### config.mk
export PLATFORM = sky130hd
export DESIGN_NAME = uart_tx_stage_flat
export DESIGN_NICKNAME = d
export VERILOG_FILES = /design/src/rtl/uart_tx_pkg.sv /design/src/rtl/uart_tx_stage_if.sv /design/src/rtl/uart_baud_tick.sv /design/src/rtl/uart_tx_stage.sv /design/src/flat_wrapper.sv
export SDC_FILE = /design/constraint.sdc
export NUM_CORES = 1
export LEC_CHECK = 0
export CAP_MARGIN = 20
export CORE_MARGIN = 5
export CORE_UTILIZATION = 56
export CTS_BUF_LIST = sky130_fd_sc_hd__clkbuf_8
export DETAILED_ROUTE_END_ITERATION = 10
export GPL_ROUTABILITY_DRIVEN = 0
export PLACE_DENSITY = 0.79
export SYNTH_ARGS = -nofsm -noshare
export SYNTH_HDL_FRONTEND = slang
export SYNTH_SLANG_ARGS = --single-unit
### constraint.sdc
create_clock -name clk -period 6.2 [get_ports clk]
set_clock_uncertainty 0.2 [all_clocks]
set_input_delay 0.93 -clock clk [delete_from_list [all_inputs] [get_ports clk]]
set_output_delay 0.93 -clock clk [all_outputs]
set_load 0.01 [all_outputs]
### src/rtl/uart_tx_pkg.sv
// uart_tx_pkg: shared state encoding and constants for the UART transmit stage
package uart_tx_pkg;
  typedef enum logic [2:0] {IDLE, START, DATA, PARITY, STOP} state_t;
  localparam int DATA_BITS = 8;
  localparam logic IDLE_LEVEL = 1'b1;
endpackage

### src/rtl/uart_tx_stage_if.sv
// uart_tx_stage_if: valid/ready byte stream feeding the UART transmit stage
interface uart_tx_stage_if;
  import uart_tx_pkg::*;
  logic [DATA_BITS-1:0] data;
  logic valid;
  logic ready;
  modport master(output data, valid, input ready);
  modport slave(input data, valid, output ready);
endinterface

### src/rtl/uart_baud_tick.sv
// uart_baud_tick: bit-period counter, tick marks the last clk of each bit
module uart_baud_tick #(
  parameter int CLKS_PER_BIT = 434
) (
  input  logic clk,
  input  logic rst_n,
  input  logic clear,
  output logic tick
);
  localparam int W = $clog2(CLKS_PER_BIT);
  logic [W-1:0] cnt;
  assign tick = cnt == W'(CLKS_PER_BIT - 1);
  always_ff @(posedge clk)
    if (!rst_n || clear || tick) cnt <= '0;
    else cnt <= cnt + 1'b1;
endmodule

### src/rtl/uart_tx_stage.sv
// uart_tx_stage: serialises bytes as 8N1 UART frames on a registered tx pin.
// Define UART_TX_PARITY_EN to insert an even-parity bit after the data bits.
module uart_tx_stage
  import uart_tx_pkg::*;
#(
  parameter int CLKS_PER_BIT = 434,
  parameter int STOP_BITS    = 1
) (
  input  logic clk,
  input  logic rst_n,
  input  logic ena,
  uart_tx_stage_if.slave s,
  output logic tx,
  output logic busy
);
  state_t state;
  logic [DATA_BITS-1:0] shreg;
  logic [2:0] idx;
  logic tick;
  assign s.ready = state == IDLE && ena;
  assign busy = state != IDLE;
  uart_baud_tick #(.CLKS_PER_BIT(CLKS_PER_BIT)) u_baud (
    .clk,
    .rst_n,
    .clear(state == IDLE),
    .tick
  );
  // tx is loaded one bit ahead at each boundary so the pin comes straight from a flop
  always_ff @(posedge clk)
    if (!rst_n) begin
      state <= IDLE;
      tx    <= IDLE_LEVEL;
      shreg <= '0;
      idx   <= '0;
    end else
      case (state)
        IDLE:
          if (s.valid && s.ready) begin
            shreg <= s.data;
            state <= START;
            tx    <= ~IDLE_LEVEL;
          end
        START:
          if (tick) begin
            state <= DATA;
            tx    <= shreg[0];
          end
        DATA:
          if (tick) begin
            idx <= idx + 3'd1;
            if (idx == 3'(DATA_BITS - 1)) begin
`ifdef UART_TX_PARITY_EN
              state <= PARITY;
              tx    <= ^shreg;
`else
              state <= STOP;
              tx    <= IDLE_LEVEL;
`endif
            end else tx <= shreg[idx + 3'd1];
          end
`ifdef UART_TX_PARITY_EN
        PARITY:
          if (tick) begin
            state <= STOP;
            tx    <= IDLE_LEVEL;
          end
`endif
        STOP:
          if (tick) begin
            if (idx == 3'(STOP_BITS - 1)) begin
              state <= IDLE;
              idx   <= '0;
            end else idx <= idx + 3'd1;
          end
        default: state <= IDLE;
      endcase
endmodule

### src/flat_wrapper.sv
// flat-port wrapper written by rule: the top's interface ports become plain ports
module uart_tx_stage_flat import uart_tx_pkg::*;
#(
  parameter int CLKS_PER_BIT = 434,
  parameter int STOP_BITS    = 1
)
  (clk, rst_n, ena, tx, busy, s_data, s_valid, s_ready);
  uart_tx_stage_if s_i ();
  input  logic clk;
  input  logic rst_n;
  input  logic ena;
  output logic tx;
  output logic busy;
  input wire logic [$bits(s_i.data)-1:0] s_data;
  input wire logic [$bits(s_i.valid)-1:0] s_valid;
  output wire logic [$bits(s_i.ready)-1:0] s_ready;
  assign s_i.data = s_data;
  assign s_i.valid = s_valid;
  assign s_ready = s_i.ready;
  uart_tx_stage #(.CLKS_PER_BIT(CLKS_PER_BIT), .STOP_BITS(STOP_BITS)) u_core (.clk(clk), .rst_n(rst_n), .ena(ena), .s(s_i), .tx(tx), .busy(busy));
endmodule
==> impl_metrics.ini <==
[outcome]
outcome = complete, no violations

[final_layout]
antenna-diode-count = 0
post-route-util_pct = 68.8
num-nets-final = 162
area_growth_pct = 14.9
drive_above_1_share_pct = 4.90

[setup_path]
cp_top_family = buffers and inverters
crit_chain = clkdlybuf4s50_1, and2_1, clkdlybuf4s50_1
path_class = input pin to output port
crit_start = ena
timing.rr.start = u_core.idx[0]
critPathSlowestCell = clkdlybuf4s50_1
path_depth = 3
r2r_end = u_core.tx
critPathCapture = s_ready
end_kind = output port
crit_buf_inv = 2
max_stage_delay_ns = 0.54
path_common_cell = clkdlybuf4s50_1
rrSetupSlack_ns = 3.77
crit_required_ns = 5.07
worstSetupStartpointType = input pin
crit_arrival_ns = 2.08
critPathMaxFanout = 3
r2r_cells = 7

[clock_tree]
cts_buffers = 3
cts_hold_buf = 0
root_buffer = clkbuf_8
cts_buffer_depth = 2
numClockSinks = 24
cts_setup_buffers = 0
cts_resized = 0
clk_pin_slew_ns = 0.08
insertion_delay_ns = 0.26
tritoncts = built
htreeDepth = 1

[synth]
synthesis.area_um2 = 1190
ys_top_cells_by_count = dfxtp_1, nand2_1, nor2_1
ys.flop_type = dfxtp_1
synth_edf_count = 0
synth_cell_types = 32
synth_seq_area_share_pct = 40.5
avgSynthCellArea_um2 = 8.92
yosysWarningCount = 0
synth_top_area_share_pct = 40.5
ys_top_cells_by_area = dfxtp_1, mux2i_1, nand2_1
yosys.area.top_type = dfxtp_1
synth.most_common_cell = dfxtp_1
synthArstFlopShare_pct = 0
syn_inst = 133
syn_nets = 150
synth-seq-cells = 24

[global_route]
grt_start_max_net_pins = 17
grt-ovfl-total = 0
grt_pass1_vias = 858
grt_pass1_wl_um = 3590
antenna_found_initial = 0
grt_use_total_pct = 14.3

[die]
initial_core_util_pct = 59.8
pin_count = 15
die-area_um2 = 3140
die_w_um = 56.0
dieHeight_um = 56.0
core-area_um2 = 1980
fp-row-count = 16

[routing]
avgRoutedWirePerCell_um = 11.5
routed_wl_um = 1960
drc = 0
drtIter0Drc = 7
drtAntennaViolNets = 0
viasPerCell = 5.21
drt_first_pass_iters = 4
via_count = 885

[sta]
totalNegativeSetupSlack_ns = 0
tightest_slew_ns = 0.479
slew_headroom_pct = 68.0
grt_setup_unrepaired = false
final-setup-viol-count = 0
slew_viol_final = 0
finalCriticalPeriod_ns = 3.21
fin_ws_ns = 2.99
timing.fmax_ghz = 0.312
final-hold-violation-count = 0
finalCritPeriodShare_pct = 51.7

[place]
place_ws_ns = 2.99
port_buffers = 14
dpl.hpwl_um = 1470

[pwr]
p_leak_uw = 0.000488
power_uw = 312
ir_drop_uv = 155
powerDensity_nw_per_um2 = 229

[job]
drv_cap = 0

[worst_hold_path]
hold_class = register to register
final cells by class:
type	count	area [µm²]
Multi-Input combinational cell	96	644
Fill cell	163	619
Sequential cell	24	480
Timing Repair Buffer	14	140
Clock buffer	3	41.3
Tap cell	27	33.8
Inverter	6	22.5
where the power goes:
part	internal [µW]	switching [µW]
Clock	43.3	43.6
Sequential	161	7.74
Combinational	29.8	26.6
sequential cells by signal, indices dropped and copies added (netlist names):
name / count
u_core.idx: 3
u_core.shreg: 8
u_core.tx: 1
u_core.state: 3
u_core.u_baud.cnt: 9
how the worst min path moves through the flow:
stage,depth (start not counted),to,start
floorplan,1,u_core.u_baud.cnt[0],u_core.u_baud.cnt[0]
global placement,1,u_core.u_baud.cnt[0],u_core.u_baud.cnt[0]
detailed placement,1,u_core.u_baud.cnt[0],u_core.u_baud.cnt[0]
CTS,1,u_core.u_baud.cnt[0],u_core.u_baud.cnt[0]
global route,2,u_core.shreg[4],u_core.shreg[4]
finish,1,u_core.u_baud.cnt[0],u_core.u_baud.cnt[0]
cell usage in the layout (no fill, tap or decap), types with 3 or more instances in the layout:
master           netlist  routed
nand3_1                4       4
nor2_1                14      14
dfxtp_1               24      24
nand2_1               19      19
xnor2_1                7       7
mux2i_1                8       8
and3_1                 4       4
nor2b_1                6       6
ha_1                   5       5
inv_1                  6       6
a21boi_0               8       8
clkbuf_8               0       3
clkdlybuf4s50_1        0      14
worst reg2reg max path, cell delays in order, from the launching register on:
cell	delay (ns)
dfxtp_1	0.36
ha_1	0.22
ha_1	0.42
mux2i_1	0.12
mux4_2	0.48
nor2b_1	0.14
o311a_1	0.28
o21ai_1	0.13
per-layer routing:
layer,routed length [µm],GRT usage (%),vias up
met2,888,20.7,10
met1,972,19.1,400
met3,50,3.02,5
met5,0,0,-
li1,-,-,470
met4,44,8.81,0
kinds of logic after synthesis:
| family | synth area share [%] |
|---|---|
| AND/OR/NAND/NOR | 21.7 |
| flip-flops | 40.5 |
| AO/OA/AOI/OAI | 12.0 |
| buffers and inverters | 5.17 |
| XOR/XNOR | 6.65 |
| multiplexers | 8.65 |
| adder cells (fa/ha/maj) | 5.27 |
stage by stage:
step	std cells	cell area (µm²)	hold slack (ns)
after floorplan	133	1190	0.230
after global placement	167	1320	0.245
after detailed placement	167	1320	0.254
after CTS	170	1360	0.272
after global routing	170	1360	0.293
final	170	1360	0.263
(Power assumes the default switching activity.)
